`config.mk`:
```
export PLATFORM = sky130hd
export DESIGN_NAME = mem_access_stage
export DESIGN_NICKNAME = d
export VERILOG_FILES = /design/src/rtl/mem_access_stage.sv
export SDC_FILE = /design/constraint.sdc
export NUM_CORES = 1
export LEC_CHECK = 0
export ABC_AREA = 1
export CORE_ASPECT_RATIO = 0.5
export CORE_MARGIN = 5
export CORE_UTILIZATION = 46
export CTS_CLUSTER_SIZE = 30
export DETAILED_ROUTE_END_ITERATION = 8
export PLACE_DENSITY = 0.81
export REMOVE_ABC_BUFFERS = 1
export SLEW_MARGIN = 40
export SYNTH_ARGS = -nofsm -noshare
export SYNTH_HDL_FRONTEND = slang
export SYNTH_SLANG_ARGS = --single-unit
```
`constraint.sdc`:
```
create_clock -name clk -period 1.7 [get_ports clk]
set_input_delay 0.255 -clock clk [delete_from_list [all_inputs] [get_ports clk]]
set_output_delay 0.255 -clock clk [all_outputs]
set_load 0.01 [all_outputs]
```
`src/rtl/mem_access_stage.sv`:
```
// MEM->WB stage: data-memory req/ack port, store byte-enables, load extension, WB register. Optional MEM_MISALIGN_TRAP_EN.
// Latency: non-memory ops 1 cycle; memory ops accept edge + k BUSY cycles, result visible the cycle after ack.
// Backpressure: stall_out is high every BUSY cycle; hold freezes only in IDLE, and an issued access always completes.
module mem_access_stage #(
    parameter int XLEN = 32,
    parameter int RA_W = 5,
    parameter int BE_W = XLEN / 8
) (
    input  logic            clk,
    input  logic            reset,
    input  logic            ex_valid,
    input  logic [XLEN-1:0] ex_alu_res,
    input  logic [XLEN-1:0] ex_store_data,
    input  logic [XLEN-1:0] ex_pc_plus_4,
    input  logic [RA_W-1:0] ex_rd,
    input  logic [2:0]      ex_funct3,
    input  logic            ex_mem_read,
    input  logic            ex_mem_write,
    input  logic            ex_reg_write,
    input  logic [1:0]      ex_result_src,
    input  logic            hold,
    input  logic            flush,
    output logic            stall_out,
    output logic            dmem_req,
    output logic            dmem_we,
    output logic [XLEN-1:0] dmem_addr,
    output logic [XLEN-1:0] dmem_wdata,
    output logic [BE_W-1:0] dmem_be,
    input  logic [XLEN-1:0] dmem_rdata,
    input  logic            dmem_ack,
    output logic            wb_valid,
    output logic            wb_reg_write,
    output logic [1:0]      wb_result_src,
    output logic [RA_W-1:0] wb_rd,
    output logic [XLEN-1:0] wb_alu_res,
    output logic [XLEN-1:0] wb_read_data,
    output logic [XLEN-1:0] wb_pc_plus_4,
    output logic            wb_exc
);
    localparam int OFF_W = $clog2(BE_W);
    localparam logic [1:0] FULL_SIZE = (XLEN == 64) ? 2'd3 : 2'd2;
`ifdef MEM_MISALIGN_TRAP_EN
    localparam bit TRAP_EN = 1'b1;
`else
    localparam bit TRAP_EN = 1'b0;
`endif

    typedef enum logic {IDLE, BUSY} state_t;
    state_t state;

    logic [1:0]      lat_size;
    logic [OFF_W-1:0] lat_off;
    logic            lat_unsigned;
    logic            lat_read;
    logic [RA_W-1:0] lat_rd;
    logic            lat_reg_write;
    logic [1:0]      lat_result_src;
    logic [XLEN-1:0] lat_alu_res;
    logic [XLEN-1:0] lat_pc_plus_4;

    // Access size as log2(bytes); sizes the datapath cannot hold fall back to full width.
    logic [1:0]       ex_size;
    logic [OFF_W-1:0] ex_off, low_mask, al_off, off_ones;
    logic [BE_W-1:0]  be_all, be_base, ex_be;
    logic [XLEN-1:0]  ex_wdata, al_addr;
    logic             misaligned, trap, mem_op;

    always_comb begin
        case (ex_funct3[1:0])
            2'b00:   ex_size = 2'd0;
            2'b01:   ex_size = 2'd1;
            2'b10:   ex_size = 2'd2;
            default: ex_size = FULL_SIZE;
        endcase
        off_ones   = '1;
        be_all     = '1;
        ex_off     = ex_alu_res[OFF_W-1:0];
        low_mask   = ~(off_ones << ex_size);
        misaligned = |(ex_off & low_mask);
        al_off     = ex_off & ~low_mask;
        al_addr    = {ex_alu_res[XLEN-1:OFF_W], al_off};
        be_base    = ~(be_all << (32'd1 << ex_size));
        ex_be      = be_base << al_off;
        case (ex_size)
            2'd0:    ex_wdata = {BE_W{ex_store_data[7:0]}};
            2'd1:    ex_wdata = {(BE_W/2){ex_store_data[15:0]}};
            2'd2:    ex_wdata = {(XLEN/32){ex_store_data[31:0]}};
            default: ex_wdata = ex_store_data;
        endcase
        mem_op = ex_valid && !flush && (ex_mem_read || ex_mem_write);
        trap   = TRAP_EN && misaligned;
    end

    logic [XLEN-1:0] rd_shifted, rd_ext;

    always_comb begin
        rd_shifted = dmem_rdata >> {lat_off, 3'b000};
        case (lat_size)
            2'd0:    rd_ext = lat_unsigned ? XLEN'(rd_shifted[7:0])  : XLEN'($signed(rd_shifted[7:0]));
            2'd1:    rd_ext = lat_unsigned ? XLEN'(rd_shifted[15:0]) : XLEN'($signed(rd_shifted[15:0]));
            2'd2:    rd_ext = lat_unsigned ? XLEN'(rd_shifted[31:0]) : XLEN'($signed(rd_shifted[31:0]));
            default: rd_ext = rd_shifted;
        endcase
    end

    assign stall_out = (state == BUSY);

    always_ff @(posedge clk) begin
        if (reset) begin
            state          <= IDLE;
            dmem_req       <= 1'b0;
            dmem_we        <= 1'b0;
            dmem_addr      <= '0;
            dmem_wdata     <= '0;
            dmem_be        <= '0;
            lat_size       <= '0;
            lat_off        <= '0;
            lat_unsigned   <= 1'b0;
            lat_read       <= 1'b0;
            lat_rd         <= '0;
            lat_reg_write  <= 1'b0;
            lat_result_src <= '0;
            lat_alu_res    <= '0;
            lat_pc_plus_4  <= '0;
            wb_valid       <= 1'b0;
            wb_reg_write   <= 1'b0;
            wb_result_src  <= '0;
            wb_rd          <= '0;
            wb_alu_res     <= '0;
            wb_read_data   <= '0;
            wb_pc_plus_4   <= '0;
            wb_exc         <= 1'b0;
        end else begin
            case (state)
                IDLE: begin
                    if (!hold) begin
                        if (mem_op && trap) begin
                            wb_valid      <= 1'b1;
                            wb_exc        <= 1'b1;
                            wb_reg_write  <= 1'b0;
                            wb_result_src <= ex_result_src;
                            wb_rd         <= ex_rd;
                            wb_alu_res    <= ex_alu_res;
                            wb_read_data  <= '0;
                            wb_pc_plus_4  <= ex_pc_plus_4;
                        end else if (mem_op) begin
                            state          <= BUSY;
                            dmem_req       <= 1'b1;
                            dmem_we        <= ex_mem_write;
                            dmem_addr      <= al_addr;
                            dmem_wdata     <= ex_wdata;
                            dmem_be        <= ex_be;
                            lat_size       <= ex_size;
                            lat_off        <= al_off;
                            lat_unsigned   <= ex_funct3[2];
                            lat_read       <= ex_mem_read;
                            lat_rd         <= ex_rd;
                            lat_reg_write  <= ex_reg_write;
                            lat_result_src <= ex_result_src;
                            lat_alu_res    <= ex_alu_res;
                            lat_pc_plus_4  <= ex_pc_plus_4;
                            wb_valid       <= 1'b0;
                            wb_reg_write   <= 1'b0;
                            wb_exc         <= 1'b0;
                        end else if (ex_valid && !flush) begin
                            wb_valid      <= 1'b1;
                            wb_exc        <= 1'b0;
                            wb_reg_write  <= ex_reg_write;
                            wb_result_src <= ex_result_src;
                            wb_rd         <= ex_rd;
                            wb_alu_res    <= ex_alu_res;
                            wb_read_data  <= '0;
                            wb_pc_plus_4  <= ex_pc_plus_4;
                        end else begin
                            wb_valid     <= 1'b0;
                            wb_reg_write <= 1'b0;
                            wb_exc       <= 1'b0;
                        end
                    end
                end
                BUSY: begin
                    if (dmem_ack) begin
                        state         <= IDLE;
                        dmem_req      <= 1'b0;
                        dmem_we       <= 1'b0;
                        wb_valid      <= 1'b1;
                        wb_exc        <= 1'b0;
                        wb_reg_write  <= lat_reg_write;
                        wb_result_src <= lat_result_src;
                        wb_rd         <= lat_rd;
                        wb_alu_res    <= lat_alu_res;
                        wb_read_data  <= lat_read ? rd_ext : '0;
                        wb_pc_plus_4  <= lat_pc_plus_4;
                    end
                end
                default: state <= IDLE;
            endcase
        end
    end
endmodule

```
==> metrics.md, run 1 <==
| Metric | Value |
|---|---|
| Post-route DRC violation count | 0 |
| CP Cell Sequence | clkdlybuf4s50_1 |
| P_leak | 0.006130 uW |
| Via count of the first global-routing pass | 9891 |
| Critical Path Sink Type | output pin |
| Worst min-delay path class | input port to flop |
| Syn Inst Count | 1331 |
| Arrival @ worst endpoint | 1420 ps |
| R2r setup slk | 130 ps |
| Worst-margin pin slew | 683.2 ps |
| Cell Area, Synth | 0.009615 mm2 |
| Detailed placer's ending HPWL | 22690 um |
| DR vias/cell | 5.387 |
| Part of the power in registers | 0.453 |
| Die W | 214.5 um |
| Worst Setup Start Kind | flop |
| Post-Place Cells | 1850 |
| Avg WL per Cell | 17.10 um |
| Area growth, synth to finish | 43.76% |
| CTS Buf Count | 21 |
| Combinational power share | 0.133 |
| Worst clock skew | 12.26 ps |
| CP Class | flop to output pin |
| F_max | 597.1 MHz |
| Worst Path Required | 1440 ps |
| Endpoints failing setup | 0 |
| Clk Tree Root Cell | clkbuf_16 |
| Pins Over Slew Limit | 0 |
| Fin worst setup slack | 25.30 ps |
| Slowest CP cell | clkdlybuf4s50_1 |
| Worst path top cell family by delay | buffers and inverters |
| H-tree depth | 1 |
| Crit-path max cell delay | 580 ps |
| Die height | 112.2 um |
| Worst-path clk slew | 70 ps |
| Initial antenna violation count | 0 |
| Max FO, Critical Path | 2 |
| Buf+Inv Stages, Crit Path | 1 |
| Yosys warns | 0 |
| Sw Pwr | 2921 uW |
| #FFs+latches synth | 222 |
| Worst-Skew Late Latency | 500 ps |
| FP Rows | 37 |
| Multi-input gate area | 0.004254 mm2 |
| Core area | 0.02055 mm2 |
| First-pass GRT wire length | 51140 um |
| Clock power frac | 0.415 |
| Worst hold start | reset |
| Share of cells above drive strength 1 | 0.08127 |
| Clock sink total | 222 |
| Maximum VDD drop | 678.8 uV |
| Longest Clk Path Bufs | 3 |
| Port bufs | 322 |
| Fill count | 1659 |
| Die ar. | 0.02407 mm2 |
| FF-to-FF Start | stall_out |
| Final hold violations | 0 |
| Largest net degree at the start of global routing | 68 |
| # IOs | 324 |
| Worst Setup SP | wb_alu_res[28] |
| WL final | 32230 um |
| Switching share of power | 0.2422 |
| Internal | 9138 uW |
| # Max-Cap Violations | 0 |
| Final net count | 1747 |
| Hold-fix buffers at CTS | 0 |
| Post-route ant nets | 0 |
| FF/Latch Area | 0.004453 mm2 |
| # diodes | 0 |
| Gr ovfl total | 0 |
| Sequential share of the synthesized area | 0.4622 |
| Routability congestion estimate | 0.8795 |
| Fin cells | 1885 |
| GRT Util Overall | 0.2523 |
| Iteration-0 DRC Markers | 951 |
| Status | complete, no violations |
| DR pass1 iterations | 5 |
| TritonCTS clock tree | built |
| Final critical-path share of the clock period | 0.9851 |
| Mean Syn Cell Area | 7.224 um2 |
| Slew margin rel. | 0.5445 |
| Via count of the routed design | 10154 |
| Minimum clock period | 1675 ps |
| Power density over cell area | 872.3 mW/mm2 |
| Initial core utilization | 0.4678 |
| Cell variety after synth | 32 |
| Place WS | -174.4 ps |
-- worst paths after layout --
check                                          to  cells past startpoint
worst max-delay path               wb_alu_res[28]                      1
worst min-delay path                   dmem_be[3]                      2
worst max register to register      wb_alu_res[4]                      4
worst min register to register  lat_result_src[1]                      2
-- routing by layer --
layer / up-vias / routed length [um] / GRT usage
met3: 108 / 1850 / 0.03557
met1: 4734 / 12800 / 0.3058
met4: 0 / 1735 / 0.1235
met5: - / 0 / 0
li1: 4879 / - / -
met2: 433 / 15850 / 0.4459
-- Yosys cell counts (all sizes together) --
cell type | instances | area, um2
a31oi | 88 | 550.5
dlygate4sd1 | 1 | 8.760
nand3 | 25 | 165.2
a211oi | 1 | 7.510
buf | 85 | 556.8
o211ai | 7 | 52.55
o21ai | 103 | 515.5
nand2 | 512 | 1969
clkbuf | 46 | 175.2
o221ai | 1 | 8.760
dfxtp | 222 | 4444
a21oi | 155 | 813.3
inv | 47 | 183.9
nor2 | 34 | 140.1
nand4 | 1 | 6.260
conb | 1 | 3.750
a22oi | 1 | 7.510
or2 | 1 | 6.260
-- cell usage in the layout (no fill, tap or decap), types with 2 or more instances in the layout --
cell             count
o21ai_0            103
nand2_4              4
inv_2                5
a21oi_1            145
nand3_1             20
a31oi_1             88
nand3_2              3
nand2_2             10
a21oi_2             10
nor2_2               2
buf_12              11
clkbuf_16           21
clkdlybuf4s50_1    263
dlymetal6s2s_1      43
dlygate4sd2_1       15
dfxtp_1            219
dfxtp_4              2
nand2_1            498
nand3_4              2
clkbuf_1             4
clkbuf_8             6
o211ai_1             7
buf_4               46
nor2_1              31
bufinv_16            3
inv_1               40
-- through the flow --
stage                     hold WS [ps]  power, uW  TNS (ps)  cell area, um2    util
after global routing             157.7      12530    -29.92           13820  0.6725
final                            139.6      12060         0           13820  0.6725
after detailed placement         456.5       7165    -18550           13010  0.6327
after CTS                        133.2      12140         0           13720  0.6673
after global placement           438.4       7129     -9596           13010  0.6327
after floorplan                  317.4       6159   -647870            8875       -
-- what timing repair did --
| action | 4_1_cts | 5_1_grt |
|---|---|---|
| resized for setup | 19 | 43 |
| setup endpoints to repair | 15 | 43 |
| pin swaps | 0 | 0 |
| setup buffers | 0 | 0 |
-- power groups by stage --
stage                     combinational, uW  sequential [uW]  clock (uW)
after global placement                 1560             5570           0
after detailed placement               1590             5570           0
after global routing                   1720             5470        5330
final                                  1600             5460        5000
after floorplan                         521             5640           0
after CTS                              1600             5460        5080
-- sequential cells by signal (all words and copies together), names as in the netlist, 3 cells and up --
register / flops
dmem_wdata: 32
lat_pc_plus_4: 32
wb_alu_res: 32
wb_pc_plus_4: 32
wb_read_data: 32
dmem_addr: 31
lat_rd: 5
wb_rd: 5
dmem_be: 4
lat_alu_res: 3
-- logic make-up (layout without fill, tap and decap cells) --
logic type,count (synthesis),count (layout),synth area share
buffers and inverters,179,460,0.09616
flip-flops,222,222,0.4622
other,1,1,0.0003900
AO/OA/AOI/OAI,356,356,0.2034
AND/OR/NAND/NOR,573,573,0.2379
-- area by class of cell --
type / count / area share
Sequential cell: 222 / 0.3221
Multi-Input combinational cell: 930 / 0.3077
Timing Repair Buffer: 378 / 0.2798
Clock buffer: 31 / 0.04508
Tap cell: 273 / 0.02471
Inverter: 47 / 0.01340
Clock inverter: 4 / 0.007151
Note: power is estimated with default switching activity, not from simulation.
==> run 2, diff against run 1 <==
- CORE_UTILIZATION: 46 -> 50
- GPL_ROUTABILITY_DRIVEN: unset -> 1
- PLACE_DENSITY: 0.81 -> 0.87
- clock period: 1.7 -> 2.1 ns (I/O delays scaled with it)
==> run 2 against run 1 <==
Compared with the run above: die area decreased by 7.5%; largest cell class unchanged; sequential cell count did not move; critical endpoint is now dmem_addr[1]; critical path depth unchanged; non-clock buffer count decreased by 25; clock-buffer cell count decreased by 2; sequential power is 19% lower; worst setup slack better by 130 ps; cell area down 2.8%; critical path type unchanged; via count barely moved; first-iteration DRC count is 18% lower; routed wire length grew 0.92%; clock power shrank 24%.
==> metrics.md, run 2 (same netlist as run 1, synthesis figures left out) <==
| Metric | Value |
|---|---|
| Status | complete, no violations |
| Iteration-0 DRC Markers | 778 |
| TritonCTS clock tree | built |
| Commonest non-fill, non-tap cell in the layout | nand2_1 |
| Slowest CP cell | clkdlybuf4s50_1 |
| Post-CTS sizing | 0 |
| Fin cells | 1847 |
| Switching share of power | 0.2502 |
| Arrival @ worst endpoint | 1630 ps |
| P_leak | 0.005135 uW |
| Maximum VDD drop | 519.5 uV |
| Port bufs | 322 |
| Internal | 7103 uW |
| Reg2reg end | wb_read_data[10] |
| FP Rows | 35 |
| H-tree depth | 1 |
| Worst path top cell family by delay | buffers and inverters |
| Final critical-path share of the clock period | 0.9247 |
| Part of the power in registers | 0.467 |
| Worst min-delay path class | input port to flop |
| Core area | 0.01866 mm2 |
| Initial antenna violation count | 0 |
| # diodes | 0 |
| Power density over cell area | 705.3 mW/mm2 |
| Gr ovfl total | 0 |
| Die height | 108.1 um |
| Longest Clk Path Bufs | 3 |
| Post-route ant nets | 0 |
| Die W | 206.1 um |
| Sw Pwr | 2370 uW |
| Worst clock skew | 6.021 ps |
| Worst Path Required | 1780 ps |
| Endpoints failing setup | 0 |
| Dpl cell area | 0.01276 mm2 |
| Post-CTS setup buffers | 0 |
| Slew margin rel. | 0.6191 |
| Worst Hold End | dmem_addr[17] |
| # Max-Cap Violations | 0 |
| WL final | 32530 um |
| Via count of the first global-routing pass | 9750 |
| Minimum clock period | 1942 ps |
| Cell area after layout | 0.01343 mm2 |
| Share of cells above drive strength 1 | 0.06675 |
| Worst Hold Path Cells | 2 |
| GRT Util Overall | 0.2782 |
| Commonest non-fill, non-tap cells in the layout | 498 x nand2_1, 321 x clkdlybuf4s50_1, 221 x dfxtp_1 |
| Crit-path max cell delay | 640 ps |
| Clock power frac | 0.399 |
| DR pass1 iterations | 5 |
| CP Class | flop to output pin |
| R2r setup slk | 400 ps |
| F_max | 515.0 MHz |
| Largest net degree at the start of global routing | 72 |
| Pins Over Slew Limit | 0 |
| CP Cell Sequence | clkdlybuf4s50_1 |
| Worst-margin pin slew | 571.4 ps |
| Critical Path Sink Type | output pin |
| Avg WL per Cell | 17.61 um |
| Worst-path clk slew | 70 ps |
| Worst Setup SP | dmem_addr[1] |
| Combinational power share | 0.135 |
| Via count of the routed design | 10162 |
| Worst-Skew Late Latency | 500 ps |
| Final net count | 1722 |
| Clk Tree Root Cell | clkbuf_16 |
| Clock sink total | 222 |
| Die ar. | 0.02227 mm2 |
| Max FO, Critical Path | 6 |
| Worst Setup Start Kind | flop |
| Final hold violations | 0 |
| Hold-fix buffers at CTS | 0 |
| Area growth, synth to finish | 39.69% |
| # IOs | 324 |
| RSZ-0062 raised after global routing | false |
| First-pass GRT wire length | 51270 um |
| DR vias/cell | 5.502 |
| Fin Setup TNS | 0 ps |
| Post-route DRC violation count | 0 |
| Cells on worst reg2reg path | 7 |
| Post-Place Cells | 1811 |
| Post-layout util | 0.7200 |
| Buf+Inv Stages, Crit Path | 1 |
| Worst hold margin | 305.9 ps |
| Routability congestion estimate | 0.9231 |
| FF-to-FF Start | stall_out |
| Detailed placer's ending HPWL | 22660 um |
| Initial core utilization | 0.5154 |
| Worst hold start | reset |
| CTS Buf Count | 21 |
## run 2: worst max path at each step
stage,slack (ps),depth (start not counted),end
finish,160,1,dmem_addr[1]
global route,110,1,dmem_addr[1]
CTS,140,1,dmem_addr[1]
floorplan,-4170,5,dmem_wdata[10]
global placement,140,8,wb_read_data[7]
detailed placement,90,8,wb_read_data[13]
## run 2: power groups by stage
stage	Clock [uW]	Sequential, uW	Combinational, uW
2_1_floorplan	0	4560	421
3_3_place_gp	0	4510	1230
3_5_place_dp	0	4510	1260
4_1_cts	3810	4420	1270
5_1_grt	3990	4440	1370
6_report	3780	4420	1280
## run 2: layout make-up
class	count	area (um2)
Multi-Input combinational cell	930	4254
Tap cell	259	324.1
Inverter	47	185.2
Timing Repair Buffer	353	3553
Clock buffer	29	605.6
Fill cell	1424	5224
Sequential cell	222	4446
Clock inverter	7	63.81
## run 2: per-layer routing
metal,up-vias,share of wire,track usage,routed length (um)
li1,4842,-,-,-
met1,4780,0.40,0.3407,13030
met2,432,0.49,0.4856,15880
met3,108,0.060,0.04495,1948
met4,0,0.051,0.1276,1668
met5,-,0,0,0
## run 2: per-stage QoR
step           power (uW)  setup slack, ps
6_report             9473            158.1
3_3_place_gp         5734            144.9
3_5_place_dp         5768            93.76
2_1_floorplan        4986            -4173
5_1_grt              9798            107.9
4_1_cts              9496            143.2
